--- config.mk ---
export PLATFORM = sky130hd
export DESIGN_NAME = uart
export DESIGN_NICKNAME = d
export VERILOG_FILES = /design/src/rtl/uart.sv
export SDC_FILE = /design/constraint.sdc
export NUM_CORES = 1
export LEC_CHECK = 0
export ABC_AREA = 1
export ABC_CLOCK_PERIOD_IN_PS = 3450
export CAP_MARGIN = 40
export CORE_AREA = 2 2 90 75
export DETAILED_ROUTE_END_ITERATION = 7
export DIE_AREA = 0 0 92 77
export GPL_ROUTABILITY_DRIVEN = 1
export PLACE_DENSITY = 0.77
export SLEW_MARGIN = 20
export SYNTH_ARGS = -nofsm -noshare
export SYNTH_HDL_FRONTEND = slang
export SYNTH_SLANG_ARGS = --single-unit
--- constraint.sdc ---
create_clock -name clk -period 3.45 [get_ports clk]
set_input_delay 0.345 -clock clk [delete_from_list [all_inputs] [get_ports clk]]
set_output_delay 0.345 -clock clk [all_outputs]
set_load 0.02 [all_outputs]
--- src/rtl/uart.sv ---
// Fixed-baud 8N1 UART: 2-flop synchronized receiver plus a transmitter that echoes each valid byte.
// A 1-entry last-wins pending register sits between the receiver and the transmitter.
module uart #(
    parameter int CLK_FREQ = 100_000_000,
    parameter int BAUD     = 9600
) (
    input  logic       clk,
    input  logic       rst,
    input  logic       rx,
    output logic       tx,
    output logic [7:0] rx_byte,
    output logic       byte_read
);
    localparam int CLKS_PER_BIT = CLK_FREQ / BAUD;
    localparam int HALF_BIT     = CLKS_PER_BIT / 2;
    localparam int CW           = (CLKS_PER_BIT > 2) ? $clog2(CLKS_PER_BIT) : 1;
    localparam logic [CW-1:0] BIT_LAST  = CW'(CLKS_PER_BIT - 1);
    localparam logic [CW-1:0] HALF_LAST = CW'(HALF_BIT - 1);

    typedef enum logic [2:0] {IDLE, START, DATA, STOP, WAIT_IDLE} rx_state_t;
    typedef enum logic [1:0] {T_IDLE, T_START, T_DATA, T_STOP} tx_state_t;

    logic            rx_meta_q, rxs_q;
    rx_state_t       rx_state_q, rx_state_d;
    logic [CW-1:0]   rx_cnt_q, rx_cnt_d;
    logic [2:0]      rx_bit_q, rx_bit_d;
    logic [7:0]      rx_shift_q, rx_shift_d;
    logic [7:0]      byte_q, byte_d;
    logic            byte_read_q, byte_read_d;
    logic            pend_q, pend_d;
    logic [7:0]      pend_byte_q, pend_byte_d;
    tx_state_t       tx_state_q, tx_state_d;
    logic [CW-1:0]   tx_cnt_q, tx_cnt_d;
    logic [2:0]      tx_bit_q, tx_bit_d;
    logic [7:0]      tx_shift_q, tx_shift_d;
    logic            tx_q, tx_d;
    logic            take_s;

    // Receiver next state: mid-bit sampling driven by a counter that reloads on every state change.
    always_comb begin
        rx_state_d  = rx_state_q;
        rx_cnt_d    = rx_cnt_q + CW'(1);
        rx_bit_d    = rx_bit_q;
        rx_shift_d  = rx_shift_q;
        byte_d      = byte_q;
        byte_read_d = 1'b0;
        case (rx_state_q)
            IDLE: begin
                rx_cnt_d = '0;
                if (!rxs_q) begin
                    rx_state_d = START;
                    rx_bit_d   = 3'd0;
                end else begin
                    rx_state_d = IDLE;
                end
            end
            START: begin
                if (rx_cnt_q == HALF_LAST) begin
                    rx_cnt_d   = '0;
                    rx_state_d = rxs_q ? IDLE : DATA;
                end else begin
                    rx_state_d = START;
                end
            end
            DATA: begin
                if (rx_cnt_q == BIT_LAST) begin
                    rx_cnt_d             = '0;
                    rx_shift_d[rx_bit_q] = rxs_q;
                    if (rx_bit_q == 3'd7) begin
                        rx_state_d = STOP;
                    end else begin
                        rx_bit_d = rx_bit_q + 3'd1;
                    end
                end else begin
                    rx_state_d = DATA;
                end
            end
            STOP: begin
                // Returning to IDLE at mid-stop lets a back-to-back start bit be seen.
                if (rx_cnt_q == BIT_LAST) begin
                    rx_cnt_d = '0;
                    if (rxs_q) begin
                        byte_d      = rx_shift_q;
                        byte_read_d = 1'b1;
                        rx_state_d  = IDLE;
                    end else begin
                        rx_state_d = WAIT_IDLE;
                    end
                end else begin
                    rx_state_d = STOP;
                end
            end
            WAIT_IDLE: begin
                rx_cnt_d   = '0;
                rx_state_d = rxs_q ? IDLE : WAIT_IDLE;
            end
            default: begin
                rx_state_d = IDLE;
                rx_cnt_d   = '0;
            end
        endcase
    end

    // Transmitter next state; a pending byte chains straight from the stop bit so echoes never drift.
    always_comb begin
        tx_state_d = tx_state_q;
        tx_cnt_d   = tx_cnt_q + CW'(1);
        tx_bit_d   = tx_bit_q;
        tx_shift_d = tx_shift_q;
        tx_d       = tx_q;
        take_s     = 1'b0;
        case (tx_state_q)
            T_IDLE: begin
                tx_cnt_d = '0;
                if (pend_q) begin
                    take_s     = 1'b1;
                    tx_shift_d = pend_byte_q;
                    tx_state_d = T_START;
                    tx_d       = 1'b0;
                end else begin
                    tx_d = 1'b1;
                end
            end
            T_START: begin
                if (tx_cnt_q == BIT_LAST) begin
                    tx_cnt_d   = '0;
                    tx_bit_d   = 3'd0;
                    tx_state_d = T_DATA;
                    tx_d       = tx_shift_q[0];
                end else begin
                    tx_d = 1'b0;
                end
            end
            T_DATA: begin
                if (tx_cnt_q == BIT_LAST) begin
                    tx_cnt_d = '0;
                    if (tx_bit_q == 3'd7) begin
                        tx_state_d = T_STOP;
                        tx_d       = 1'b1;
                    end else begin
                        tx_bit_d   = tx_bit_q + 3'd1;
                        tx_shift_d = {1'b1, tx_shift_q[7:1]};
                        tx_d       = tx_shift_q[1];
                    end
                end else begin
                    tx_d = tx_shift_q[0];
                end
            end
            T_STOP: begin
                if (tx_cnt_q == BIT_LAST) begin
                    tx_cnt_d = '0;
                    if (pend_q) begin
                        take_s     = 1'b1;
                        tx_shift_d = pend_byte_q;
                        tx_state_d = T_START;
                        tx_d       = 1'b0;
                    end else begin
                        tx_state_d = T_IDLE;
                        tx_d       = 1'b1;
                    end
                end else begin
                    tx_d = 1'b1;
                end
            end
            default: begin
                tx_state_d = T_IDLE;
                tx_cnt_d   = '0;
                tx_d       = 1'b1;
            end
        endcase
        pend_d      = byte_read_d | (pend_q & ~take_s);
        pend_byte_d = byte_read_d ? rx_shift_q : pend_byte_q;
    end

    // State registers, synchronizer and registered outputs.
    always_ff @(posedge clk) begin
        if (rst) begin
            rx_meta_q   <= 1'b1;
            rxs_q       <= 1'b1;
            rx_state_q  <= IDLE;
            rx_cnt_q    <= '0;
            rx_bit_q    <= 3'd0;
            rx_shift_q  <= 8'h00;
            byte_q      <= 8'h00;
            byte_read_q <= 1'b0;
            pend_q      <= 1'b0;
            pend_byte_q <= 8'h00;
            tx_state_q  <= T_IDLE;
            tx_cnt_q    <= '0;
            tx_bit_q    <= 3'd0;
            tx_shift_q  <= 8'h00;
            tx_q        <= 1'b1;
        end else begin
            rx_meta_q   <= rx;
            rxs_q       <= rx_meta_q;
            rx_state_q  <= rx_state_d;
            rx_cnt_q    <= rx_cnt_d;
            rx_bit_q    <= rx_bit_d;
            rx_shift_q  <= rx_shift_d;
            byte_q      <= byte_d;
            byte_read_q <= byte_read_d;
            pend_q      <= pend_d;
            pend_byte_q <= pend_byte_d;
            tx_state_q  <= tx_state_d;
            tx_cnt_q    <= tx_cnt_d;
            tx_bit_q    <= tx_bit_d;
            tx_shift_q  <= tx_shift_d;
            tx_q        <= tx_d;
        end
    end

    assign tx        = tx_q;
    assign rx_byte   = byte_q;
    assign byte_read = byte_read_q;
endmodule

After elaboration in Yosys (flattened, before gate mapping)
Index checks and enable logic that the tools add are counted.

Word-level logic and storage cells: 108. Output and inout port bits: 10. Register bits: 76.

Bitwise operators: 3. Add/sub/neg operators: 4. Equality and inequality tests: 22. Reduce and logical (&&, ||, !) cells: 14. Multiplexer cells: 48. Order comparisons: 2.

Operators with widths (number): case mux 14 bit (2 select lines) (2); two-way mux 14 bit (3); two-way mux 8 bit (4); two-way mux 3 bit (10); adder 14 x 1 -> 14 bit (second input constant) (2); == test 14 bit (second input constant) (2); case mux 8 bit (3 select lines) (1); != test 2 bit (second input constant) (9); case mux 3 bit (5 select lines) (1); == test 14 x 13 -> 1 bit (second input constant) (1); two-way mux 2 bit (7); two-way mux 1 bit (13); case mux 3 bit (2 select lines) (2); AND reduction 4 bit (3); == test 3 bit (second input constant) (3); bitwise mux 8 bit (1); case mux 2 bit (4 select lines) (1); adder 3 x 1 -> 3 bit (second input constant) (2); == test 3 x 2 -> 1 bit (second input constant) (2); AND reduction 5 bit (1); == test 2 bit (second input constant) (2); < comparator 3 x 4 -> 1 bit (second input constant) (1); case mux 1 bit (4 select lines) (1); nonzero test 2 bit (2); other kinds (17) (17).

Logic depth before layout (Yosys ltp)
Depth after elaboration: 6. Depth in mapped cells: 11. Gate-level depth less buffers: 11.

Worst setup path after synthesis
Ideal clock, no wire load.

Kind: register to register. Start: reg tx_state_q[0]. End: reg tx_shift_q[0]. Required time: 3.337 ns. Library setup time: 0.113 ns. Period minus slack after synthesis: 1.539 ns. Slack: 1.911 ns. Data arrival time: 1.426 ns. Stages on the path, launching flop included: 9. Cells stage by stage: dfxtp_1 inv_1 ha_1 inv_1 nand2_1 a21oi_4 nand3_4 nor2_1 nor2_1.

Word-level cells in the longest chain between the ends: 3. Elaborated cells between the ends (all ways): 9. Classes of those cells: eq/ne: 5; mux: 1; reduce/logical: 3.

Ends and longest elaborated chain: from (decl) (line 32) `tx_state_t tx_state_q, tx_state_d;`; from (signal assigned) (line 204) `tx_state_q <= tx_state_d;`; == test 2 bit / zero test 2 bit (equally long branches) (line 112) `case (tx_state_q)`; != test 2 bit (no source line) / nonzero test 3 bit (equally long branches); AND reduction 4 bit (no source line); to (signal assigned) (line 207) `tx_shift_q <= tx_shift_d;`; to (decl) (line 35) `logic [7:0] tx_shift_q, tx_shift_d;`.

Several ways; a longest one is shown, not always the timed one. A chain may end at the register's enable or synchronous reset.

Final worst setup path
Start: reg tx_state_q[0]. End: reg tx_shift_q[2].

The elaborated chain is that of the path after synthesis.

==> results.sh <==
export IMPL_io_buffers=12
export IMPL_r2r_setup_slack_ns=1.36
export IMPL_fillers=558
export IMPL_grt_max_degree=29
export IMPL_grt_setup_unrepaired="false"
export IMPL_clock_sinks=68
export IMPL_drc_errors=0
export IMPL_initial_utilization_pct=58.36
export IMPL_dr_first_iter_drc_count=96
export IMPL_cts_repair_resized=0
export IMPL_critPathMostFrequentCell="nand2_1"
export IMPL_critPathRequiredTime_ns=3.73
export IMPL_worst_setup_path_start_kind="register"
export IMPL_gp_congestion=0.8558
export IMPL_drv_slew=0
export IMPL_netlist_instances=541
export IMPL_timing_final_hold_violations=0
export IMPL_hpwl_mm=5.062
export IMPL_via_count=3190
export IMPL_synth_area_leader_cell="dfxtp_1"
export IMPL_max_clock_freq_ghz=0.4788
export IMPL_setup_viol=0
export IMPL_skew_ns=0.009133
export IMPL_crit_fanout=23
export IMPL_die_x_um=92
export IMPL_intPower_uw=1209
export IMPL_cp_endpoint="tx_shift_q[2]"
export IMPL_min_path_cells=1
export IMPL_cp_arrival_ns=2.37
export IMPL_dp_slack_ns=1.335
export IMPL_synth_area_top_cells="dfxtp_1 (38%), nand2_1 (14%), nor2_1 (10%)"
export IMPL_fp_coreArea_sq_mm=0.006181
export IMPL_antenna_found_initial=0
export IMPL_share_seq_of_total_power_pct=51.1
export IMPL_status="finished, final reports clean"
export IMPL_max_slew_margin_pct=50.99
export IMPL_syn_avg_cell_area_sq_um=6.668
export IMPL_synth_seq_area_share_pct=37.74
export IMPL_dieArea_sq_mm=0.007084
export IMPL_path_cells="inv_1, ha_1, nand2_1, a21oi_4, nand3_4, nand2_1, nand2_1, nor2_1"
export IMPL_powerDensity_mw_per_mm2=402.9
export IMPL_syn_to_final_growth_pct=9.435
export IMPL_switching_share_pct=23.96
export IMPL_yosys_top_cells_count="nand2_1 (139), nor2_1 (96), inv_1 (75)"
export IMPL_synth_cell_types=37
export IMPL_cap_violations=0
export IMPL_fin_ws_ns=1.361
export IMPL_synth_area_sq_mm=0.003607
export IMPL_setup_tns_ns=0
export IMPL_nets=566
export IMPL_cp_end_kind="register"
export IMPL_vias_per_cell=4.992
export IMPL_timing_rr_start="tx_state_q[0]"
export IMPL_synth_top_cell_area_share_pct=37.74
export IMPL_cts_made_buffers=9
export IMPL_mappedNetlistNets=555
export IMPL_slowest_stage="ha_1"
export IMPL_fin_crit_sh_pct=60.54
export IMPL_p_leak_uw=0.001693
export IMPL_yosys_register_bits=68
export IMPL_overflow=0
export IMPL_cts_tree="yes"
export IMPL_post_cts_setup_buffer_count=0
export IMPL_grt_pass1_wl_mm=12.41
export IMPL_antenna_cells=0
export IMPL_synth_edf_count=0
export IMPL_hold_path_class="register to register"
export IMPL_worst_slew_pin_slew_ns=0.7351
export IMPL_antenna_left=0
export IMPL_hold_buffers=0
export IMPL_grt_pass1_vias=2964
export IMPL_vdd_drop_max_mv=0.2425
export IMPL_drt_wl_total_mm=7.076
export IMPL_synth_flop_cell="dfxtp_1"
export IMPL_comb_power_share_pct=8.2
export IMPL_yosysWarnings=0
export IMPL_cts_root_buffer="clkbuf_8"
export IMPL_p_sw_uw=381.0
export IMPL_clk_path_buf_depth=2
export IMPL_clk_latency_ns=0.34
export IMPL_drive_above_1_share_pct=6.126
export IMPL_die_y_um=77
export IMPL_hp_start="rx_meta_q"
export IMPL_synthArstFlopShare_pct=0
export IMPL_wire_per_inst_um=11.07
export IMPL_worstRegToRegCells=8
export IMPL_num_rows=26
export IMPL_firstDrtPassIters=5
export IMPL_grt_total_usage_pct=21.36
export IMPL_critPathKind="register to register"
export IMPL_total_power_uw=1590
export IMPL_cts_clk_slew_worst_paths_ns=0.07
export IMPL_h_tree_depth=3
export IMPL_pin_count=13
export IMPL_clock_power_share_pct=40.7
export IMPL_slowest_delay_ns=0.65
export IMPL_finalCriticalPeriod_ns=2.089
export IMPL_cp_startpoint="tx_state_q[0]"
export IMPL_r2r_end="tx_shift_q[2]"
export IMPL_synth_most_common_cell="nand2_1"
[cells in the final DEF (no fill, tap or decap), types with 2 or more instances in the layout]
cell type / count
a21boi_0: 2
a21oi_1: 26
clkbuf_8: 11
clkdlybuf4s50_1: 12
dfxtp_1: 68
ha_1: 11
inv_1: 75
inv_2: 2
nand2_1: 139
nand2_4: 3
nand3_1: 34
nand3b_1: 3
nand4_1: 13
nor2_1: 96
nor2_2: 3
nor2_4: 3
nor3_1: 12
o21a_1: 2
o21ai_0: 12
or2_0: 2
or2_2: 3
xnor2_1: 3
xor2_1: 5
[metal layers]
layer,vias to the layer above,wire length (um),track usage (%)
li1,1701,-,-
met1,1421,3553,27.54
met2,62,3159,34.85
met3,6,303,6.582
met4,0,60,5.672
met5,-,0,0
[final cells by class]
class	instances	area (sq um)	share of cell area (%)
Timing Repair Buffer	13	127.6	3.233
Tap cell	84	105.1	2.662
Sequential cell	68	1361	34.49
Clock buffer	12	155.1	3.930
Multi-Input combinational cell	383	1874	47.48
Clock inverter	2	35.03	0.8875
Inverter	77	289.0	7.322
[worst max-delay path, delay by kind of cell (launching register included)]
family          cells  cell delay, ns
fa+ha+maj           1            0.65
simple gates        5            0.62
flops               1            0.36
compound gates      1            0.28
buf+inv             1            0.13
[sequential cells by signal (all words and copies together), names as in the netlist]
name        count
rxs_q           1
rx_state_q      3
rx_meta_q       1
tx_state_q      2
rx_bit_q        3
byte_read       1
tx_cnt_q       14
tx_bit_q        3
rx_byte         8
pend_q          1
rx_shift_q      8
tx_shift_q      8
rx_cnt_q       14
tx              1
[kinds of logic (layout without fill, tap and decap cells)]
kind of cell / count (synthesis) / count (layout) / share of synthesized area [%]
buf+inv: 90 / 104 / 10.30
simple gates: 319 / 319 / 39.27
fa+ha+maj: 11 / 11 / 3.815
compound gates: 45 / 45 / 6.937
flops: 68 / 68 / 37.74
xor+xnor: 8 / 8 / 1.942
[worst min-delay path by stage]
| stage | to | slack [ns] |
|---|---|---|
| 2_1_floorplan | rxs_q | 0.39 |
| 3_3_place_gp | rxs_q | 0.41 |
| 3_5_place_dp | rxs_q | 0.40 |
| 4_1_cts | rxs_q | 0.41 |
| 5_1_grt | rxs_q | 0.42 |
| 6_report | rxs_q | 0.41 |
[power groups by stage]
stage / combinational, uW / clock (uW) / sequential, uW
2_1_floorplan: 103 / 0 / 830
3_3_place_gp: 128 / 0 / 830
3_5_place_dp: 129 / 0 / 831
5_1_grt: 152 / 696 / 814
6_report: 130 / 647 / 813
4_1_cts: 130 / 666 / 813
[per-stage QoR]
step	cells	hold WS, ns	utilization (%)	instance area, sq um
detailed placement	625	0.3975	60.79	3757
global route	639	0.4209	63.87	3948
global placement	625	0.4050	60.79	3757
finish	639	0.4102	63.87	3948
floorplan	541	0.3895	-	3607
CTS	639	0.4077	63.87	3948
No activity file was read; power rests on OpenSTA's default activity.
